### config.mk
export PLATFORM = sky130hd
export DESIGN_NAME = word_serializer_flat
export DESIGN_NICKNAME = d
export VERILOG_FILES = /design/src/rtl/word_serializer_pkg.sv /design/src/rtl/word_serializer_if.sv /design/src/rtl/word_serializer_fifo.sv /design/src/rtl/word_serializer.sv /design/src/flat_wrapper.sv
export SDC_FILE = /design/constraint.sdc
export NUM_CORES = 1
export LEC_CHECK = 0
export ABC_AREA = 1
export BUFFER_PORTS_ARGS = -buffer_cell sky130_fd_sc_hd__buf_4
export CORE_UTILIZATION = 45
export CTS_CLUSTER_DIAMETER = 40
export DETAILED_ROUTE_END_ITERATION = 7
export GPL_TIMING_DRIVEN = 0
export HOLD_SLACK_MARGIN = 0.12
export PLACE_DENSITY_LB_ADDON = 0.1
export SYNTH_ARGS = -nofsm -noshare
export SYNTH_HDL_FRONTEND = slang
export SYNTH_SLANG_ARGS = --single-unit
export TNS_END_PERCENT = 20
### constraint.sdc
create_clock -name clk -period 2.62 [get_ports clk]
set_clock_uncertainty 0.2 [all_clocks]
set_input_delay 0.524 -clock clk [delete_from_list [all_inputs] [get_ports clk]]
set_output_delay 0.524 -clock clk [all_outputs]
set_load 0.03 [all_outputs]
### src/rtl/word_serializer_pkg.sv
// Shared types and elaboration-time helpers for the word serializer and its FIFO.
package serializer_pkg;

  typedef enum logic [0:0] {
    IDLE   = 1'b0,
    ACTIVE = 1'b1
  } state_t;

  function automatic int clog2(input int value);
    int r;
    r = 0;
    while ((1 << r) < value) r++;
    return r;
  endfunction

  function automatic int nslice(input int word_w, input int byte_w);
    return word_w / byte_w;
  endfunction

  // A single-slice word still needs a one-bit index register.
  function automatic int cnt_w(input int slices);
    return (clog2(slices) < 1) ? 1 : clog2(slices);
  endfunction

endpackage

### src/rtl/word_serializer_if.sv
// Word-in / slice-out bus of the serializer; master drives words and requests.
interface word_serializer_if #(
  parameter int WORD_W = 32,
  parameter int BYTE_W = 8
) ();
  logic [WORD_W-1:0] in_data;
  logic              in_data_ready;
  logic              in_ready;
  logic              data_request;
  logic [BYTE_W-1:0] out_data;
  logic              out_data_ready;
  logic              out_last;
  logic              empty;
  logic              overflow;
  logic              underrun;

  modport master (
    output in_data, in_data_ready, data_request,
    input  in_ready, out_data, out_data_ready, out_last, empty, overflow, underrun
  );

  modport slave (
    input  in_data, in_data_ready, data_request,
    output in_ready, out_data, out_data_ready, out_last, empty, overflow, underrun
  );
endinterface

### src/rtl/word_serializer_fifo.sv
// Single-clock word FIFO with registered occupancy count; show-ahead read port.
module word_fifo
  import serializer_pkg::*;
#(
  parameter int WORD_W     = 32,
  parameter int FIFO_DEPTH = 4
) (
  input  logic                          clk,
  input  logic                          rst_n,
  input  logic                          push,
  input  logic                          pop,
  input  logic [WORD_W-1:0]             din,
  output logic [WORD_W-1:0]             dout,
  output logic [clog2(FIFO_DEPTH):0]    count,
  output logic                          full,
  output logic                          empty
);
  localparam int AW = clog2(FIFO_DEPTH);
  localparam int CW = AW + 1;

  logic [WORD_W-1:0] mem [FIFO_DEPTH];
  logic [AW-1:0]     wr_ptr;
  logic [AW-1:0]     rd_ptr;
  logic              push_ok;
  logic              pop_ok;

  assign full    = (count == CW'(FIFO_DEPTH));
  assign empty   = (count == '0);
  assign push_ok = push && !full;
  assign pop_ok  = pop && !empty;
  assign dout    = mem[rd_ptr];

  always_ff @(posedge clk) begin
    if (push_ok) mem[wr_ptr] <= din;
  end

  // Power-of-two depth lets the pointers wrap by plain overflow.
  always_ff @(posedge clk) begin
    if (!rst_n) begin
      wr_ptr <= '0;
      rd_ptr <= '0;
      count  <= '0;
    end else begin
      if (push_ok) wr_ptr <= wr_ptr + AW'(1);
      if (pop_ok)  rd_ptr <= rd_ptr + AW'(1);
      if (push_ok && !pop_ok)      count <= count + CW'(1);
      else if (!push_ok && pop_ok) count <= count - CW'(1);
    end
  end
endmodule

### src/rtl/word_serializer.sv
// Queues result words and releases them one BYTE_W slice per downstream request.
module word_serializer
  import serializer_pkg::*;
#(
  parameter int WORD_W     = 32,
  parameter int BYTE_W     = 8,
  parameter int FIFO_DEPTH = 4,
  parameter bit MSB_FIRST  = 1'b1
) (
  input logic              clk,
  input logic              rst_n,
  word_serializer_if.slave bus
);
  localparam int NSLICE = nslice(WORD_W, BYTE_W);
  localparam int CNT_W  = cnt_w(NSLICE);
  localparam int FC_W   = clog2(FIFO_DEPTH) + 1;
  localparam logic [CNT_W-1:0] LAST_IDX = CNT_W'(NSLICE - 1);

  state_t            state;
  state_t            state_nx;
  logic [WORD_W-1:0] word_p0;
  logic [CNT_W-1:0]  idx_p0;
  logic [WORD_W-1:0] fifo_dout;
  logic [FC_W-1:0]   fifo_count;
  logic              fifo_full;
  logic              fifo_empty;
  logic              push;
  logic              pop;
  logic              serve;
  logic              is_last;
  logic              underrun_set;
  logic [BYTE_W-1:0] data_p1;
  logic              vld_p1;
  logic              last_p1;
  logic              overflow;
  logic              underrun;

  function automatic logic [BYTE_W-1:0] slice_of(input logic [WORD_W-1:0] word,
                                                 input logic [CNT_W-1:0]  k);
    logic [WORD_W-1:0] shifted;
    int                sh;
    sh      = MSB_FIRST ? (NSLICE - 1 - int'(k)) * BYTE_W : int'(k) * BYTE_W;
    shifted = word >> sh;
    return shifted[BYTE_W-1:0];
  endfunction

  assign push    = bus.in_data_ready && !fifo_full;
  assign is_last = (idx_p0 == LAST_IDX);

  word_fifo #(
    .WORD_W     (WORD_W),
    .FIFO_DEPTH (FIFO_DEPTH)
  ) u_fifo (
    .clk   (clk),
    .rst_n (rst_n),
    .push  (push),
    .pop   (pop),
    .din   (bus.in_data),
    .dout  (fifo_dout),
    .count (fifo_count),
    .full  (fifo_full),
    .empty (fifo_empty)
  );

  always_ff @(posedge clk) begin
    if (!rst_n) state <= IDLE;
    else        state <= state_nx;
  end

  // The last-slice handoff pops from the registered FIFO view, so a word
  // pushed in the same cycle is picked up later through IDLE.
  always_comb begin
    state_nx     = state;
    pop          = 1'b0;
    serve        = 1'b0;
    underrun_set = 1'b0;
    unique case (state)
      IDLE: begin
        underrun_set = bus.data_request;
        if (!fifo_empty) begin
          pop      = 1'b1;
          state_nx = ACTIVE;
        end
      end
      ACTIVE: begin
        if (bus.data_request) begin
          serve = 1'b1;
          if (is_last) begin
            if (!fifo_empty) pop      = 1'b1;
            else             state_nx = IDLE;
          end
        end
      end
      default: state_nx = IDLE;
    endcase
  end

  // Stage p0: loaded word and slice index
  always_ff @(posedge clk) begin
    if (!rst_n) begin
      word_p0 <= '0;
      idx_p0  <= '0;
    end else if (pop) begin
      word_p0 <= fifo_dout;
      idx_p0  <= '0;
    end else if (serve) begin
      idx_p0  <= idx_p0 + CNT_W'(1);
    end
  end

  // Stage p1: output slice, strobe and sticky flags
  always_ff @(posedge clk) begin
    if (!rst_n) begin
      data_p1  <= '0;
      vld_p1   <= 1'b0;
      last_p1  <= 1'b0;
      overflow <= 1'b0;
      underrun <= 1'b0;
    end else begin
      vld_p1  <= serve;
      last_p1 <= serve && is_last;
      if (serve) data_p1 <= slice_of(word_p0, idx_p0);
      if (bus.in_data_ready && fifo_full) overflow <= 1'b1;
      if (underrun_set) underrun <= 1'b1;
    end
  end

  assign bus.in_ready       = !fifo_full;
  assign bus.out_data       = data_p1;
  assign bus.out_data_ready = vld_p1;
  assign bus.out_last       = last_p1;
  assign bus.empty          = (state == IDLE) && (fifo_count == '0);
  assign bus.overflow       = overflow;
  assign bus.underrun       = underrun;
endmodule
### src/flat_wrapper.sv
// flat-port wrapper written by rule: the top's interface ports become plain ports
module word_serializer_flat import serializer_pkg::*;
#(
  parameter int WORD_W     = 32,
  parameter int BYTE_W     = 8,
  parameter int FIFO_DEPTH = 4,
  parameter bit MSB_FIRST  = 1'b1
)
  (clk, rst_n, bus_in_data, bus_in_data_ready, bus_data_request, bus_in_ready, bus_out_data, bus_out_data_ready, bus_out_last, bus_empty, bus_overflow, bus_underrun);
  word_serializer_if #(.WORD_W(WORD_W), .BYTE_W(BYTE_W)) bus_i ();
  input logic clk;
  input logic rst_n;
  input wire logic [$bits(bus_i.in_data)-1:0] bus_in_data;
  input wire logic [$bits(bus_i.in_data_ready)-1:0] bus_in_data_ready;
  input wire logic [$bits(bus_i.data_request)-1:0] bus_data_request;
  output wire logic [$bits(bus_i.in_ready)-1:0] bus_in_ready;
  output wire logic [$bits(bus_i.out_data)-1:0] bus_out_data;
  output wire logic [$bits(bus_i.out_data_ready)-1:0] bus_out_data_ready;
  output wire logic [$bits(bus_i.out_last)-1:0] bus_out_last;
  output wire logic [$bits(bus_i.empty)-1:0] bus_empty;
  output wire logic [$bits(bus_i.overflow)-1:0] bus_overflow;
  output wire logic [$bits(bus_i.underrun)-1:0] bus_underrun;
  assign bus_i.in_data = bus_in_data;
  assign bus_i.in_data_ready = bus_in_data_ready;
  assign bus_i.data_request = bus_data_request;
  assign bus_in_ready = bus_i.in_ready;
  assign bus_out_data = bus_i.out_data;
  assign bus_out_data_ready = bus_i.out_data_ready;
  assign bus_out_last = bus_i.out_last;
  assign bus_empty = bus_i.empty;
  assign bus_overflow = bus_i.overflow;
  assign bus_underrun = bus_i.underrun;
  word_serializer #(.WORD_W(WORD_W), .BYTE_W(BYTE_W), .FIFO_DEPTH(FIFO_DEPTH), .MSB_FIRST(MSB_FIRST)) u_core (.clk(clk), .rst_n(rst_n), .bus(bus_i));
endmodule
# Word-level counts from Yosys, hierarchy flattened
# Memories as Yosys holds them, arrays and structs flattened. A register that Yosys moved wholly into a read port is not among the register bits.
# Cells that the tools add are included.
# totals
ff_bits	22
mem_bits_rw	128
output_inout_bits	14
word_cells	52
memories	1
# mem_list
name	words	width	read_ports	rd_clocked_by_memory_dff	write_ports	line	text
u_core.u_fifo.mem	4	32	1	1	1	word_serializer_fifo.sv:21	logic [WORD_W-1:0] mem [FIFO_DEPTH];
# op_classes
addsub	6
n_eq_ne	2
shift	1
muxes	14
bitwise	2
reduce_logical	16
# op_table
op	n
>> shifter 32 x 32 -> 8 bit	1
2-to-1 mux 1 bit	10
logical AND 1 bit	8
adder 2 x 1 -> 2 bit, second input constant	3
2-to-1 mux 3 bit	2
zero test 1 bit	5
one-hot mux 1 bit (2 select lines)	2
adder 3 x 1 -> 3 bit, second input constant	1
== test 3 bit, second input constant	1
zero test 3 bit	1
subtractor 2 x 2 -> 3 bit, first input constant	1
subtractor 3 x 1 -> 3 bit, second input constant	1
== test 2 bit, second input constant	1
inverter 1 bit	2
nonzero test 2 bit	1
OR reduction 2 bit	1

# Longest topological paths before layout
# Gate-level depths: netlist of run 1.
# depth
depth_word	9
depth_mapped	14

# Cells and area by module
# From an unflattened synthesis of run 1, not the netlist that was laid out.
# unflattened
cells_unflattened	639
area_unflattened_um2	7173.1
# modules_own_cells
module	n_inst	cells_each	area_each_um2	seq_area_each_um2
word_fifo	1	378	5265.0	4023.9
word_serializer	1	261	1908.1	940.9

# Least setup slack after synthesis of run 1
# OpenSTA, ideal clock, no wires.
# synth_timing
path_kind	register to register
startpoint	reg u_core.u_fifo.count[0]
endpoint	mem u_core.u_fifo.mem[0][0] (enable)
setup_time_ps	421
arrival_ps	2299
t_required_ps	1999
path_slack_ps	-300
path_stages_with_launch	5
cell_sequence	dfxtp_1 nor2_4 nand2_1 nand2_1 nor2_1
# synth_between
elab_chain_len	6
# synth_rtl
element	line	text
from (decl)	word_serializer_fifo.sv:14	output logic [clog2(FIFO_DEPTH):0] count,
from (signal assigned)	word_serializer_fifo.sv:46	if (push_ok && !pop_ok) count <= count + CW'(1);
from (signal assigned)	word_serializer_fifo.sv:47	else if (!push_ok && pop_ok) count <= count - CW'(1);
== test 3 bit (*)	word_serializer_fifo.sv:27	assign full = (count == CW'(FIFO_DEPTH));
zero test 1 bit (*)	n/a	
net bus_in_ready	flat_wrapper.sv:16	output wire logic [$bits(bus_i.in_ready)-1:0] bus_in_ready;
logical AND 1 bit	word_serializer.sv:47	assign push = bus.in_data_ready && !fifo_full;
logical AND 1 bit (*)	word_serializer_fifo.sv:29	assign push_ok = push && !full;
2-to-1 mux 1 bit (*)	word_serializer_fifo.sv:34	if (push_ok) mem[wr_ptr] <= din;
2-to-1 mux 1 bit (implied by the code) (*)	word_serializer_fifo.sv:34	
to (decl)	word_serializer_fifo.sv:21	
# Mark *: on every way through the listed nets, which the timed path passes. The rest lies on a longest branch.

# Worst setup path after layout of run 1
# layout_timing
startpoint	reg u_core.u_fifo.count[0]
endpoint	reg u_core.u_fifo.count[1]
# layout_rtl
element	line	text
== test 3 bit (*)	word_serializer_fifo.sv:27	
zero test 1 bit (*)	word_serializer_fifo.sv:29, word_serializer.sv:47	
logical AND 1 bit	word_serializer.sv:47	
logical AND 1 bit (*)	word_serializer_fifo.sv:29	
net u_core.u_fifo.push_ok	word_serializer_fifo.sv:24	logic push_ok;
zero test 1 bit	word_serializer_fifo.sv:47	
logical AND 1 bit	word_serializer_fifo.sv:47	
nonzero test 2 bit (no source line)	n/a	
# Mark *: on every way through the listed nets, which the timed path passes. The rest lies on a longest branch. The select of a mux whose other input is x is not followed.
# A chain may end at the register's enable or synchronous reset.

==> metrics.txt, run 1 <==
routed vias approximately 5600; worst reg2reg path depth 9; Leak ~4.5 nW; crit path cell chain nor2_4 -> nand2_1 -> nand2_1 -> inv_1 -> ha_1 -> inv_1 -> fa_1 -> o21ai_0 -> nor2_1; RSZ-0062 raised after global routing false; die width approximately 130 um; post-synthesis simple-gate area fraction about a quarter; Fillers ~1600; DRC 0; Remaining Overflow, GRT 0; ANT nets after route 0; Fin Hold WS ~160 ps; crit-path max FO 7; Min-Delay Path Class in2reg; crit path launch type flip-flop; yosys warns 0; switching part of the total roughly 36%; most frequent cells in the layout 284 x nand2_1, 184 x inv_1, 128 x edfxtp_1; register area 0.00492 sq mm; first-pass GRT wire length roughly 27000 um; die area between 0.015 and 0.02 sq mm; CP Capture Type flip-flop; Worst-Skew Late Latency 420 ps; Logic pwr share 35.0%; core area between 0.015 and 0.02 sq mm; Sink Count 182; Synthesized Nets between 900 and 1000; maximum clock frequency roughly 420 MHz; largest family of logic cells by synthesized area simple AND/OR/NAND/NOR gates; Peak VDD IR roughly 550 uV; xor/xnor share of the synthesized area 0%; Starting Density 46.0%; fraction of the mapped netlist area in adder cells around 1.2%; Int Power between 6 and 7 mW; Worst Tran Pin Value approximately 670 ps; vias in the first global route just over 5000; worst hold path stage count 3; Avg Cell Area, Syn between 8 and 9 sq um; layout cells sized above 1 a little over an eighth; Total Routing Usage GR between 10% and 20%; total power ~9.4 mW; sequential fraction of the synthesis area 62.0%; total inserted antenna cells 0; Final TNS setup 0 ps; R2R Setup Slk approximately 250 ps; nets about 1000; area occupied by multi-input gates between 0.002 and 0.0025 sq mm; drt total wl between 15000 and 20000 um; hpwl dp around 11000 um; Hold Crit Endpoint u_core.bus.underrun; Seq cells post-synth between 150 and 200; Synth cell types 20; fin. max-slew vios 0; headroom to the max-slew limit between 50% and 60%; Setup CP Type reg2reg; cell family contributing the most delay on the critical path simple AND/OR/NAND/NOR gates; P_sw 3.41 mW; RD Place Congestion between 0.8 and 0.9; compound-gate portion of the synthesized area less than 1%; # H-tree levels 4; Rows 48; crit path max-delay cell type fa_1; initial antenna violation count 0; largest net degree at the start of global routing 26; CTS buffer count 17; Area Growth Syn to Fin 20.3%; Worst R2R Start u_core.u_fifo.count[0]; mux contribution to synthesized area 0%; Post-CTS Setup Bufs 0; final count of negative-setup-slack endpoints 0; hold_sp bus_data_request; maximum clock path buffer count 2; Mapped Area between 0.007 and 0.008 sq mm; via/cell ratio between 4 and 5; Tcrit/Tclk final just over 90%; CP Data Arrival Time 2490 ps; clock root buffer clkbuf_16; Die Ht about 130 um; Clock power frac 25.0%; Resized cells post-CTS 0; Bufs and invs on worst path 2; Clock transition at path regs 60 ps; final hold viol count 0; most common cell after layout, fill and taps aside nand2_1; Power Density between 900 and 1000 mW/mm^2; RR Endpoint u_core.u_fifo.count[1]; Avg WL per Cell about 13 um; Final min period approximately 2400 ps; Crit path largest cell delay ~400 ps; Flop pwr share 40.0%; Synth Instances approximately 900; run status complete, no violations; worst path required time 2730 ps; CTS tree done; number of port buffers about 50; DRT iter0 DRCs approximately 320; maxcap violations 0; Ports 50; router iterations before antenna repair 5
[cell usage after synthesis]
cell	n	area (sq um)
nand2_1	284	1070
inv_1	184	691
edfxtp_1	128	3840
nand3_1	92	460
nor2_1	76	285
dfxtp_1	54	1080
buf_2	20	100
nor2_2	20	125
clkbuf_1	11	41.3
a21oi_1	7	35.0
ha_1	6	75.1
buf_4	4	30.0
o21ai_0	4	20.0
buf_6	3	33.8
inv_2	2	7.51
nand2_2	2	12.5
a31oi_1	1	6.26
clkinv_1	1	3.75
fa_1	1	20.0
nor2_4	1	11.3
[how the worst max path moves through the flow]
| stage | startpoint | end | slack (ps) | depth (start not counted) |
|---|---|---|---|---|
| after CTS | u_core.idx_p0[0] | u_core.u_fifo.count[2] | 200 | 14 |
| after global placement | bus_in_data_ready | u_core.u_fifo.mem[2][6] | -1490 | 3 |
| after detailed placement | bus_data_request | u_core.u_fifo.count[2] | 90 | 14 |
| after floorplan | u_core.u_fifo.count[0] | u_core.u_fifo.mem[0][0] | -300 | 4 |
| final | u_core.u_fifo.count[0] | u_core.u_fifo.count[1] | 250 | 9 |
| after global routing | u_core.u_fifo.count[0] | u_core.u_fifo.count[2] | 3 | 13 |
[power groups by stage]
stage | Sequential [mW] | Combinational (mW) | Clock, mW
after floorplan | 3.86 | 2.27 | 0
after global placement | 3.84 | 3.22 | 0
after detailed placement | 3.83 | 3.30 | 0
after CTS | 3.76 | 3.35 | 2.39
after global routing | 3.81 | 3.77 | 2.50
final | 3.76 | 3.30 | 2.35
[registers in the layout, summed over array words and instances, names as in the netlist, 2 cells and up]
name,count
u_core.u_fifo.mem,128
u_core.idx_p0,2
u_core.u_fifo.rd_ptr,2
u_core.u_fifo.count,3
u_core.bus.out_data,8
u_core.u_fifo.wr_ptr,2
u_core.word_p0,32
[stage by stage]
| step | setup slack (ps) | std cells | instance area, sq um | util (%) |
|---|---|---|---|---|
| floorplan | -300 | 901 | 7950 | - |
| global placement | -1490 | 1175 | 8600 | 49.7 |
| detailed placement | 87.3 | 1179 | 8710 | 50.3 |
| CTS | 201 | 1243 | 9570 | 55.3 |
| global route | 2.77 | 1242 | 9560 | 55.3 |
| finish | 247 | 1242 | 9560 | 55.3 |
[per-layer routing]
metal,GRT usage [%],up-vias,part of all wire [%],wire length [um]
li1,-,2945,-,-
met1,27.2,2480,50,8200
met2,31.2,122,45,7440
met3,3.38,21,3.4,553
met4,6.68,0,1.4,227
met5,0,-,0,0
[worst min-delay path: stages]
cell and delay [ps]:
buf_4 90, a21oi_1 60, nor2_1 70
[kinds of logic after synthesis]
kind of cell	Yosys count
compound gates	12
fa+ha+maj	7
buf+inv	225
flops	182
simple gates	475
[final cells by class]
| cell class | instances | area share (%) |
|---|---|---|
| flip-flops and latches | 182 | 51.5 |
| multi-input cells | 494 | 22.4 |
| repair buffers | 85 | 8.03 |
| inverters | 187 | 7.34 |
| clock buffers | 18 | 4.49 |
| well taps | 225 | 2.94 |
| plain buffers | 37 | 2.09 |
| clock inverters | 14 | 1.16 |
[timing repair]
action,CTS,global route
hold endpoints to repair,128,0
hold buffers,32,0
setup endpoints to repair,0,1
No activity file was read; power rests on OpenSTA's default activity.
==> inputs of run 2 (changes only) <==
- CORE_ASPECT_RATIO: default -> 1.4
- CORE_MARGIN: default -> 1.5
- CTS_BUF_LIST: default -> sky130_fd_sc_hd__clkbuf_4
==> run 2 against run 1 <==
Net effect:
- setup slack lost 54 ps
- die area grew 1.5%
- clock power decreased by 36%
- hold slack improved by 21 ps
- sequential power barely moved
- sequential cell count did not move
- register-to-register slack got worse by 20 ps
- first-iteration DRC count decreased by 26%
- critical endpoint is now u_core.u_fifo.count[2]
- highest routed layer unchanged
==> metrics.txt, run 2 (same netlist as run 1, synthesis figures left out) <==
run status complete, no violations; Fin Hold WS 178 ps (+21.5 ps); Clock transition at path regs 130 ps (+70 ps); Final min period 2430 ps (+53.8 ps); initial antenna violation count 1 (+1); Peak VDD IR 372 uV (-32%); router iterations before antenna repair 7 (+2); drt total wl 16600 um (+1.2%); Power Density 916 mW/mm^2 (-6.9%); Starting Density 45.9% (-0.090 points); DRC 0 (unchanged); routed vias 5467 (-1.8%); layout cells sized above 1 13.4% (+0.072 points); Die Ht 160 um (+19%); CTS tree done; maximum clock frequency 412 MHz (-2.2%); Worst-Skew Late Latency 560 ps (+140 ps); CTS buffer count 17 (unchanged); Worst Tran Pin Value 755 ps (+86.7 ps); die width 115 um (-15%); most frequent cells in the layout 284 x nand2_1, 184 x inv_1, 128 x edfxtp_1; final hold viol count 0 (unchanged); max reg flops 128 (unchanged); RD Place Congestion 0.817 (-2.1%); maximum clock path buffer count 2 (unchanged); Min-Delay Path Class in2reg; Avg WL per Cell 13.2 um (about the same); crit path launch type input pin; crit-path max FO 14 (+7); M1 wire length 7510 um (-8.4%); largest net degree at the start of global routing 28 (+7.7%); # H-tree levels 4 (unchanged); Area Growth Syn to Fin 17.5%; Total Routing Usage GR 19.7% (+0.054 points); DRT iter0 DRCs 236 (-26%); nets 1049 (+0.19%); total power 8.56 mW (-9.1%); maxcap violations 0 (unchanged); Rows 57 (+19%); Leak 4.37 nW (-2.3%); ANT nets after route 0 (unchanged); final count of negative-setup-slack endpoints 0 (unchanged); Sink Count 182 (unchanged); Post-CTS Setup Bufs 0 (unchanged); fin. max-slew vios 0 (unchanged); CP Data Arrival Time 2690 ps (+200 ps); via/cell ratio 4.35 (-2.9%); vias in the first global route 5408 (+4.8%); Reg with most FFs u_core.u_fifo.mem; met2 wire length 8420 um (+13%); WL met3 395 um (-29%); Ports 50 (unchanged); headroom to the max-slew limit 49.6% (-5.9 points); Remaining Overflow, GRT 0 (unchanged); clock root buffer clkbuf_4; Resized cells post-CTS 0 (unchanged); number of port buffers 49 (unchanged); Setup CP Type in2reg; Tcrit/Tclk final 92.6% (+2.1 points); first-pass GRT wire length 27300 um (+3.0%); CP Capture Type flip-flop; Top Layer Used met4; worst path required time 2890 ps (+160 ps); most common cell after layout, fill and taps aside nand2_1; core area 0.0173 sq mm (+0.20%); hpwl dp 11400 um (+1.7%); RSZ-0062 raised after global routing false; die area 0.0185 sq mm (+1.5%)
run 2: metrics by stage:
step	area, sq um	util, %	worst slack, ps	instances	setup TNS, ps
after global routing	9340	53.9	3.21	1256	0
after global placement	8610	49.7	-1530	1186	-188980
after floorplan	7950	-	-300	901	-38420
after CTS	9340	53.9	143	1256	0
final	9340	53.9	193	1256	0
after detailed placement	8730	50.4	72.9	1190	0
run 2: worst max-delay path: stages:
cell and delay (ps):
dlygate4sd3_1 540, buf_4 140, nand2_1 50, nand2_1 120, nand2_2 290, ha_1 230, inv_1 60, fa_1 370
inv_1 70, nand2_1 40, nand3_1 100, nand2_1 60, nand2_1 50, nor2_1 40
run 2: cell type report:
type,count,area (sq um)
Clock buffer,19,143
Buffer,37,200
Timing Repair Buffer,87,796
Inverter,187,702
Tap cell,236,295
Multi-Input combinational cell,494,2150
Antenna cell,1,2.50
Clock inverter,13,131
Sequential cell,182,4920
Fill cell,1615,7990
run 2: worst paths after layout:
kind,startpoint,to,slack (ps),cells past startpoint
setup / recovery,bus_data_request,u_core.u_fifo.count[2],190,14
hold / removal,rst_n,u_core.bus.out_data[3],180,5
setup reg to reg,u_core.u_fifo.count[0],u_core.u_fifo.count[2],230,13
hold reg to reg,u_core.bus.overflow,u_core.bus.overflow,260,2
run 2: layer usage:
metal  track usage (%)  vias up
li1                  -     2956
met1              24.2     2423
met2              34.4       70
met3              3.61       18
met4              6.45        0
met5                 0        -
run 2: timing repair:
| item | 4_1_cts | 5_1_grt |
|---|---|---|
| setup endpoints to repair | 0 | 1 |
| hold endpoints to repair | 133 | 0 |
| hold buffers | 34 | 0 |
run 2: power breakdown:
| part | switching, mW | internal, mW |
|---|---|---|
| clock network | 0.927 | 0.583 |
| logic | 2.18 | 1.10 |
| registers | 0.159 | 3.60 |
| total | 3.27 | 5.29 |
